**config.mk**
```make
export PLATFORM = sky130hd
export DESIGN_NAME = fighter_kinematics_flat
export DESIGN_NICKNAME = d
export VERILOG_FILES = /design/src/rtl/fighter_phys_pkg.sv /design/src/rtl/fighter_kinematics_if.sv /design/src/rtl/game_tick_divider.sv /design/src/rtl/fighter_kinematics.sv /design/src/flat_wrapper.sv
export SDC_FILE = /design/constraint.sdc
export NUM_CORES = 1
export LEC_CHECK = 0
export CORE_MARGIN = 4
export CORE_UTILIZATION = 45
export CTS_CLUSTER_SIZE = 8
export DETAILED_ROUTE_END_ITERATION = 8
export PLACE_DENSITY = 0.67
export SLEW_MARGIN = 25
export SYNTH_ARGS = -nofsm -noshare
export SYNTH_HDL_FRONTEND = slang
export SYNTH_SLANG_ARGS = --single-unit
```
**constraint.sdc**
```tcl
create_clock -name clk -period 3.14 [get_ports clk]
set_input_delay 0.628 -clock clk [delete_from_list [all_inputs] [get_ports clk]]
set_output_delay 0.628 -clock clk [all_outputs]
set_load 0.01 [all_outputs]
```
**src/rtl/fighter_phys_pkg.sv**
```systemverilog
// Shared fighter physics types: state encoding, default arena/motion constants,
// and a saturating clamp used for all horizontal moves.
package fighter_phys_pkg;

  typedef enum logic [1:0] {
    ST_GROUND = 2'd0,
    ST_AIR    = 2'd1,
    ST_KNOCK  = 2'd2
  } fighter_state_e;

  localparam int DEF_X_MIN     = 15;
  localparam int DEF_X_MAX     = 75;
  localparam int DEF_Y_FLOOR   = 48;
  localparam int DEF_Y_CEIL    = 15;
  localparam int DEF_START_X   = 15;
  localparam int DEF_WALK_STEP = 2;
  localparam int DEF_JUMP_V    = 7;
  localparam int DEF_GRAVITY   = 1;
  localparam int DEF_VMAX_FALL = 14;
  localparam int DEF_BOUNCE_V  = 3;
  localparam int DEF_TICK_DIV  = 2500000;
  localparam int DEF_KB_TICKS  = 6;
  localparam int DEF_KB_STEP   = 3;

  function automatic int sat_clamp(input int v, input int lo, input int hi);
    int r;
    r = v;
    if (v < lo) r = lo;
    else if (v > hi) r = hi;
    return r;
  endfunction

endpackage

```
**src/rtl/fighter_kinematics_if.sv**
```systemverilog
// Control/status bundle between input decode (master) and one fighter's motion
// engine (slave); the slave's outputs feed the sprite renderer and hitbox check.
interface fighter_kinematics_if #(
  parameter int X_W = 7,
  parameter int Y_W = 7,
  parameter int V_W = 8
);
  logic                  move_left;
  logic                  move_right;
  logic                  jump;
  logic                  is_colliding;
  logic [X_W-1:0]        opp_x;
  logic [Y_W-1:0]        opp_y;
  logic                  hit_in;
  logic                  hit_dir;
  logic [X_W-1:0]        pos_x;
  logic [Y_W-1:0]        pos_y;
  logic signed [V_W-1:0] vel_y;
  logic [1:0]            state;
  logic                  tick;

  modport master (
    output move_left, move_right, jump, is_colliding, opp_x, opp_y, hit_in, hit_dir,
    input  pos_x, pos_y, vel_y, state, tick
  );

  modport slave (
    input  move_left, move_right, jump, is_colliding, opp_x, opp_y, hit_in, hit_dir,
    output pos_x, pos_y, vel_y, state, tick
  );
endinterface

```
**src/rtl/game_tick_divider.sv**
```systemverilog
// Game-tick divider: one-cycle strobe every TICK_DIV clocks; can be shared by
// both fighter instances so they advance in lockstep.
module game_tick_divider #(
  parameter int TICK_DIV = 2500000
) (
  input  logic clk,
  input  logic reset,
  output logic tick
);
  localparam int CNT_W = (TICK_DIV > 1) ? $clog2(TICK_DIV) : 1;
  localparam logic [CNT_W-1:0] LAST = CNT_W'(TICK_DIV - 1);

  logic [CNT_W-1:0] cnt_q;

  // NOTE: sequential state uses non-blocking assignments so every register
  // samples the pre-edge values of its neighbours.
  always_ff @(posedge clk) begin
    if (reset) begin
      cnt_q <= '0;
    end else if (cnt_q == LAST) begin
      cnt_q <= '0;
    end else begin
      cnt_q <= cnt_q + 1'b1;
    end
  end

  assign tick = (cnt_q == LAST) && !reset;

endmodule

```
**src/rtl/fighter_kinematics.sv**
```systemverilog
// Per-fighter motion engine: walk, gravity jump, collision block/stomp bounce and,
// with FIGHTER_KNOCKBACK_EN defined, timed knockback. State advances on game ticks only.
module fighter_kinematics
  import fighter_phys_pkg::*;
#(
  parameter int X_W       = 7,
  parameter int Y_W       = 7,
  parameter int V_W       = 8,
  parameter int X_MIN     = DEF_X_MIN,
  parameter int X_MAX     = DEF_X_MAX,
  parameter int Y_FLOOR   = DEF_Y_FLOOR,
  parameter int Y_CEIL    = DEF_Y_CEIL,
  parameter int START_X   = DEF_START_X,
  parameter int WALK_STEP = DEF_WALK_STEP,
  parameter int JUMP_V    = DEF_JUMP_V,
  parameter int GRAVITY   = DEF_GRAVITY,
  parameter int VMAX_FALL = DEF_VMAX_FALL,
  parameter int BOUNCE_V  = DEF_BOUNCE_V,
  parameter int TICK_DIV  = DEF_TICK_DIV,
  parameter int KB_TICKS  = DEF_KB_TICKS,
  parameter int KB_STEP   = DEF_KB_STEP
) (
  input logic                 clk,
  input logic                 reset,
  fighter_kinematics_if.slave bus
);
  // Vertical step is evaluated two bits wider and signed so overshoot past the
  // floor or ceiling is visible before clamping.
  localparam int NY_W = Y_W + 2;
  localparam logic signed [NY_W-1:0] FLOOR_S = NY_W'(Y_FLOOR);
  localparam logic signed [NY_W-1:0] CEIL_S  = NY_W'(Y_CEIL);
  localparam logic signed [V_W:0]    VMAX_S  = (V_W+1)'(VMAX_FALL);

  logic tick;

  game_tick_divider #(.TICK_DIV(TICK_DIV)) u_tick (
    .clk   (clk),
    .reset (reset),
    .tick  (tick)
  );

  fighter_state_e        st_q, st_d;
  logic [X_W-1:0]        x_q, x_d, walk_x;
  logic [Y_W-1:0]        y_q, y_d, fall_y;
  logic signed [V_W-1:0] vel_q, vel_d, fall_v;
  logic signed [NY_W-1:0] ny;
  logic signed [V_W:0]   v_grav;
  logic                  landed, stomp, go_left, go_right;

`ifdef FIGHTER_KNOCKBACK_EN
  localparam int KB_W = $clog2(KB_TICKS + 1);
  logic            hit_pend_q, hit_pend_d;
  logic            hit_dir_q, hit_dir_d;
  logic            hit_now, kb_dir;
  logic [X_W-1:0]  knock_x;
  logic [KB_W-1:0] kb_q, kb_d;
`else
  localparam int unused_kb_cfg = KB_TICKS + KB_STEP;
  logic unused_hit;
  assign unused_hit = bus.hit_in ^ bus.hit_dir;
`endif

  // Walking: opposing requests cancel; moving into an overlapping opponent is blocked.
  always_comb begin
    go_left  = bus.move_left && !bus.move_right && !(bus.is_colliding && (x_q > bus.opp_x));
    go_right = bus.move_right && !bus.move_left && !(bus.is_colliding && (x_q < bus.opp_x));
    walk_x   = x_q;
    if (go_left) begin
      walk_x = X_W'(sat_clamp(int'(x_q) - WALK_STEP, X_MIN, X_MAX));
    end else if (go_right) begin
      walk_x = X_W'(sat_clamp(int'(x_q) + WALK_STEP, X_MIN, X_MAX));
    end
  end

  // Ballistic step shared by AIR and KNOCK: land, bump the ceiling, or integrate.
  always_comb begin
    ny     = $signed({2'b00, y_q}) + NY_W'(vel_q);
    v_grav = (V_W+1)'(vel_q) + (V_W+1)'(GRAVITY);
    landed = 1'b0;
    fall_y = y_q;
    fall_v = vel_q;
    if ((ny >= FLOOR_S) && !vel_q[V_W-1]) begin
      fall_y = Y_W'(Y_FLOOR);
      fall_v = '0;
      landed = 1'b1;
    end else if (ny <= CEIL_S) begin
      fall_y = Y_W'(Y_CEIL);
      fall_v = '0;
    end else begin
      fall_y = ny[Y_W-1:0];
      fall_v = (v_grav > VMAX_S) ? V_W'(VMAX_FALL) : v_grav[V_W-1:0];
    end
    stomp = bus.is_colliding && (y_q < bus.opp_y);
  end

`ifdef FIGHTER_KNOCKBACK_EN
  // A hit strobe arriving on the tick cycle itself is honoured immediately.
  always_comb begin
    hit_now = hit_pend_q || bus.hit_in;
    kb_dir  = bus.hit_in ? bus.hit_dir : hit_dir_q;
    knock_x = kb_dir ? X_W'(sat_clamp(int'(x_q) + KB_STEP, X_MIN, X_MAX))
                     : X_W'(sat_clamp(int'(x_q) - KB_STEP, X_MIN, X_MAX));
  end
`endif

  // NOTE: every signal written here gets a default first, so no latch is inferred.
  always_comb begin
    st_d  = st_q;
    x_d   = x_q;
    y_d   = y_q;
    vel_d = vel_q;
`ifdef FIGHTER_KNOCKBACK_EN
    hit_pend_d = hit_pend_q;
    hit_dir_d  = hit_dir_q;
    kb_d       = kb_q;
    if (bus.hit_in) begin
      hit_pend_d = 1'b1;
      hit_dir_d  = bus.hit_dir;
    end
`endif
    if (tick) begin
`ifdef FIGHTER_KNOCKBACK_EN
      hit_pend_d = 1'b0;
`endif
      case (st_q)
        ST_GROUND: begin
          x_d = walk_x;
          if (bus.jump) begin
            vel_d = V_W'(-JUMP_V);
            st_d  = ST_AIR;
          end
        end
        ST_AIR: begin
          x_d = walk_x;
          if (stomp) begin
            vel_d = V_W'(-BOUNCE_V);
          end else begin
            y_d   = fall_y;
            vel_d = fall_v;
            if (landed) st_d = ST_GROUND;
          end
        end
`ifdef FIGHTER_KNOCKBACK_EN
        ST_KNOCK: begin
          x_d   = knock_x;
          y_d   = fall_y;
          vel_d = fall_v;
          kb_d  = kb_q - 1'b1;
          if (kb_q <= KB_W'(1)) begin
            st_d = (fall_y == Y_W'(Y_FLOOR)) ? ST_GROUND : ST_AIR;
          end
        end
`endif
        default: st_d = ST_GROUND;
      endcase
`ifdef FIGHTER_KNOCKBACK_EN
      // A pending hit beats any walk/jump and re-arms a knockback already running.
      if (hit_now) begin
        st_d  = ST_KNOCK;
        kb_d  = KB_W'(KB_TICKS);
        x_d   = knock_x;
        y_d   = fall_y;
        vel_d = fall_v;
      end
`endif
    end
  end

  always_ff @(posedge clk) begin
    if (reset) begin
      st_q  <= ST_GROUND;
      x_q   <= X_W'(START_X);
      y_q   <= Y_W'(Y_FLOOR);
      vel_q <= '0;
`ifdef FIGHTER_KNOCKBACK_EN
      hit_pend_q <= 1'b0;
      hit_dir_q  <= 1'b0;
      kb_q       <= '0;
`endif
    end else begin
      st_q  <= st_d;
      x_q   <= x_d;
      y_q   <= y_d;
      vel_q <= vel_d;
`ifdef FIGHTER_KNOCKBACK_EN
      hit_pend_q <= hit_pend_d;
      hit_dir_q  <= hit_dir_d;
      kb_q       <= kb_d;
`endif
    end
  end

  assign bus.pos_x = x_q;
  assign bus.pos_y = y_q;
  assign bus.vel_y = vel_q;
  assign bus.state = st_q;
  assign bus.tick  = tick;

endmodule
```
**src/flat_wrapper.sv**
```systemverilog
// flat-port wrapper written by rule: the top's interface ports become plain ports
module fighter_kinematics_flat import fighter_phys_pkg::*;
#(
  parameter int X_W       = 7,
  parameter int Y_W       = 7,
  parameter int V_W       = 8,
  parameter int X_MIN     = DEF_X_MIN,
  parameter int X_MAX     = DEF_X_MAX,
  parameter int Y_FLOOR   = DEF_Y_FLOOR,
  parameter int Y_CEIL    = DEF_Y_CEIL,
  parameter int START_X   = DEF_START_X,
  parameter int WALK_STEP = DEF_WALK_STEP,
  parameter int JUMP_V    = DEF_JUMP_V,
  parameter int GRAVITY   = DEF_GRAVITY,
  parameter int VMAX_FALL = DEF_VMAX_FALL,
  parameter int BOUNCE_V  = DEF_BOUNCE_V,
  parameter int TICK_DIV  = DEF_TICK_DIV,
  parameter int KB_TICKS  = DEF_KB_TICKS,
  parameter int KB_STEP   = DEF_KB_STEP
)
  (clk, reset, bus_move_left, bus_move_right, bus_jump, bus_is_colliding, bus_opp_x, bus_opp_y, bus_hit_in, bus_hit_dir, bus_pos_x, bus_pos_y, bus_vel_y, bus_state, bus_tick);
  fighter_kinematics_if #(.X_W(X_W), .Y_W(Y_W), .V_W(V_W)) bus_i ();
  input logic clk;
  input logic reset;
  input wire logic [$bits(bus_i.move_left)-1:0] bus_move_left;
  input wire logic [$bits(bus_i.move_right)-1:0] bus_move_right;
  input wire logic [$bits(bus_i.jump)-1:0] bus_jump;
  input wire logic [$bits(bus_i.is_colliding)-1:0] bus_is_colliding;
  input wire logic [$bits(bus_i.opp_x)-1:0] bus_opp_x;
  input wire logic [$bits(bus_i.opp_y)-1:0] bus_opp_y;
  input wire logic [$bits(bus_i.hit_in)-1:0] bus_hit_in;
  input wire logic [$bits(bus_i.hit_dir)-1:0] bus_hit_dir;
  output wire logic [$bits(bus_i.pos_x)-1:0] bus_pos_x;
  output wire logic [$bits(bus_i.pos_y)-1:0] bus_pos_y;
  output wire logic [$bits(bus_i.vel_y)-1:0] bus_vel_y;
  output wire logic [$bits(bus_i.state)-1:0] bus_state;
  output wire logic [$bits(bus_i.tick)-1:0] bus_tick;
  assign bus_i.move_left = bus_move_left;
  assign bus_i.move_right = bus_move_right;
  assign bus_i.jump = bus_jump;
  assign bus_i.is_colliding = bus_is_colliding;
  assign bus_i.opp_x = bus_opp_x;
  assign bus_i.opp_y = bus_opp_y;
  assign bus_i.hit_in = bus_hit_in;
  assign bus_i.hit_dir = bus_hit_dir;
  assign bus_pos_x = bus_i.pos_x;
  assign bus_pos_y = bus_i.pos_y;
  assign bus_vel_y = bus_i.vel_y;
  assign bus_state = bus_i.state;
  assign bus_tick = bus_i.tick;
  fighter_kinematics #(.X_W(X_W), .Y_W(Y_W), .V_W(V_W), .X_MIN(X_MIN), .X_MAX(X_MAX), .Y_FLOOR(Y_FLOOR), .Y_CEIL(Y_CEIL), .START_X(START_X), .WALK_STEP(WALK_STEP), .JUMP_V(JUMP_V), .GRAVITY(GRAVITY), .VMAX_FALL(VMAX_FALL), .BOUNCE_V(BOUNCE_V), .TICK_DIV(TICK_DIV), .KB_TICKS(KB_TICKS), .KB_STEP(KB_STEP)) u_core (.clk(clk), .reset(reset), .bus(bus_i));
endmodule
```
==> impl_metrics.tcl <==
set metrics [dict create \
    status "complete, no violations" \
    dieWidth_um 96.2 \
    synth_top_area_frac 0.257 \
    min_path_type "flop to flop" \
    tritoncts "yes" \
    crit_fanout 5 \
    clockRootBuffer "clkbuf_8" \
    core_region_area_um2 7410 \
    rsz0062_at_grt "false" \
    syn_area_um2 3500 \
    syn_inst 437 \
    gp_congestion 0.883 \
    htree_levels 2 \
    fin_hold_ws_ns 0.478 \
    p_leak_nw 1.75 \
    setup_viol 0 \
    vias 3390 \
    grt_pass1_vias 3196 \
    grt_usage 0.200 \
    place_hpwl_um 6930 \
    ant_nets 0 \
    portBuffers 43 \
    start_util 0.473 \
    cts_buffer_depth 2 \
    cp.required_ns 3.39 \
    maxSlewViolCount 0 \
    grt_pass1_wl_um 14900 \
    clkLatencyLatePin_ns 0.30 \
    fin_util 0.582 \
    io_pins 47 \
    drc 0 \
    critical_path_class "flop to flop" \
    wirelength_um 8890 \
    synth_seq_area_share 0.257 \
    synth_area_leaders "dfxtp_1 26%, ha_1 8.9%, nor2_1 4.7%" \
    drive_above_1_share 0.116 \
    rows 31 \
    synth.distinct_cells 74 \
    synth-edff-count 0 \
    power_density_nw_per_um2 240 \
    diodes 0 \
    max-vdd-ir-drop_uv 260 \
    postSynthAreaPerCell_um2 8.02 \
    arrival_ns 3.21 \
    first_pass_iters 4 \
    gr-total-overflow 0 \
    path_clk_slew_ns 0.09 \
    fin_tns_setup_ns 0 \
    max_slew_margin 0.551 \
    synth_top_area_cell "dfxtp_1" \
    cp_top_family "compound AO/OA/AOI/OAI gates" \
    synth_nets 485 \
    end_kind "flop" \
    crit_slowest_cell "a2111oi_0" \
    yosysMostFrequentCell "dfxtp_1" \
    yosysWarnings 0 \
    clock_sinks 45 \
    critPathBufInv 2 \
    via_per_inst 5.64 \
    grt_max_degree 17 \
    synthTopCellsByCount "45 x dfxtp_1, 44 x nor2_1, 36 x inv_1, 28 x nand2_1, 25 x ha_1" \
    numCtsBuffers 5 \
    skew_ns 0.00325 \
    layout-area-overhead-vs-synth_pct 23.1 \
    post_drt_wl_per_cell_um 14.8 \
    fin_nets 549 \
    die_y_um 96.2 \
    synth-async-reset-ratio 0 \
    finalHoldViolations 0 \
    timing.final.crit_share 0.942 \
    finalNonFillerCells 601 \
    synth_ff_type "dfxtp_1" \
    path_cells "ha_1 -> inv_1 -> fa_1 -> nor2b_4 -> o211ai_1 -> a21boi_2 -> nor4b_1 -> o41a_1 -> buf_4 -> a2111oi_0 -> o21ba_2" \
    tightest_slew_ns 0.669 \
    layout_min_cycle_time_ns 2.96 \
    dieArea_um2 9260 \
    fmax_mhz 338 \
    postCtsHoldBufs 0 \
    cp-start-kind "flop" \
    cpPeakStageDelay_ns 0.48 \
    cap_violations 0 \
    place_inst 593 \
    drtIter0Drc 95 \
    synth_seq_cells 45 \
    antenna_found_initial 0 \
]
## power breakdown
part	switching (W)	internal [W]
clock network	0.000220	0.000163
registers	0.00000313	0.000573
logic	0.0000362	0.0000415
total	0.000259	0.000778
## logic make-up (layout without fill, tap and decap cells)
kind of cell    count (synthesis)  after routing  share of synthesized area
simple gates                  173            173                      0.280
compound gates                109            109                      0.224
buf+inv                        52            117                     0.0579
flops                          45             45                      0.257
fa+ha+maj                      26             26                     0.0950
xor+xnor                       25             25                     0.0625
mux                             6              6                     0.0221
other cells                     1              1                    0.00107
## placed cells by master, fill, tap and decap left out, types with 4 or more instances in the layout
cell and instances:
dfxtp_1 45, nor2_1 44, clkdlybuf4s50_1 43, inv_1 36, buf_4 30, nand2_1 28
ha_1 25, a21oi_1 19, o21ai_0 17, nand3_1 15, xnor2_1 14, and3_1 12
nor3_1 11, xor2_1 11, and2_1 9, nand4_1 8, a31oi_1 7, a21o_1 7
a211oi_1 6, nand2b_1 6, o31ai_1 5, or3_1 5, o211ai_1 5, clkbuf_8 5
mux2i_1 4, nor4b_1 4
## through the flow
step	cell area (um^2)	power, W	worst slack, ns
after global placement	4220	0.000667	-0.0445
final	4310	0.00104	0.183
after floorplan	3500	0.000630	0.183
after detailed placement	4220	0.000667	-0.0811
after CTS	4310	0.00105	0.106
after global routing	4310	0.00108	0.00946
## sequential cells by signal (all words and copies together) (netlist names)
register / count
u_core.u_tick.cnt_q: 22
u_core.bus.vel_y: 8
u_core.bus.pos_x: 7
u_core.bus.pos_y: 7
u_core.bus.state: 1
## worst paths after layout
check	end	slack [ns]	from	cells past startpoint
worst max-delay path	u_core.bus.vel_y[3]	0.18	u_core.bus.vel_y[0]	11
worst min-delay path	u_core.u_tick.cnt_q[0]	0.48	u_core.u_tick.cnt_q[0]	1
worst max register to register	u_core.bus.vel_y[3]	0.18	u_core.bus.vel_y[0]	11
worst min register to register	u_core.u_tick.cnt_q[0]	0.48	u_core.u_tick.cnt_q[0]	1
## area by class of cell
class | count | area [um^2]
timing repair buffer | 73 | 656
tap | 99 | 124
sequential | 45 | 901
clock buffer | 5 | 68.8
multi-input combinational | 340 | 2400
inverter | 36 | 135
fill | 680 | 3100
clock inverter | 3 | 25.0
## routing by layer
metal,part of all wire,track usage,wire [um]
met1,0.48,0.282,4280
met2,0.45,0.327,3990
met3,0.065,0.0266,579
met4,0.0054,0.0403,48
met5,0,0,0
## what timing repair did
item,4_1_cts,5_1_grt
buffers inserted,0,0
endpoints found under the setup margin,0,2
gates resized for setup,0,1
(Power assumes the default switching activity.)
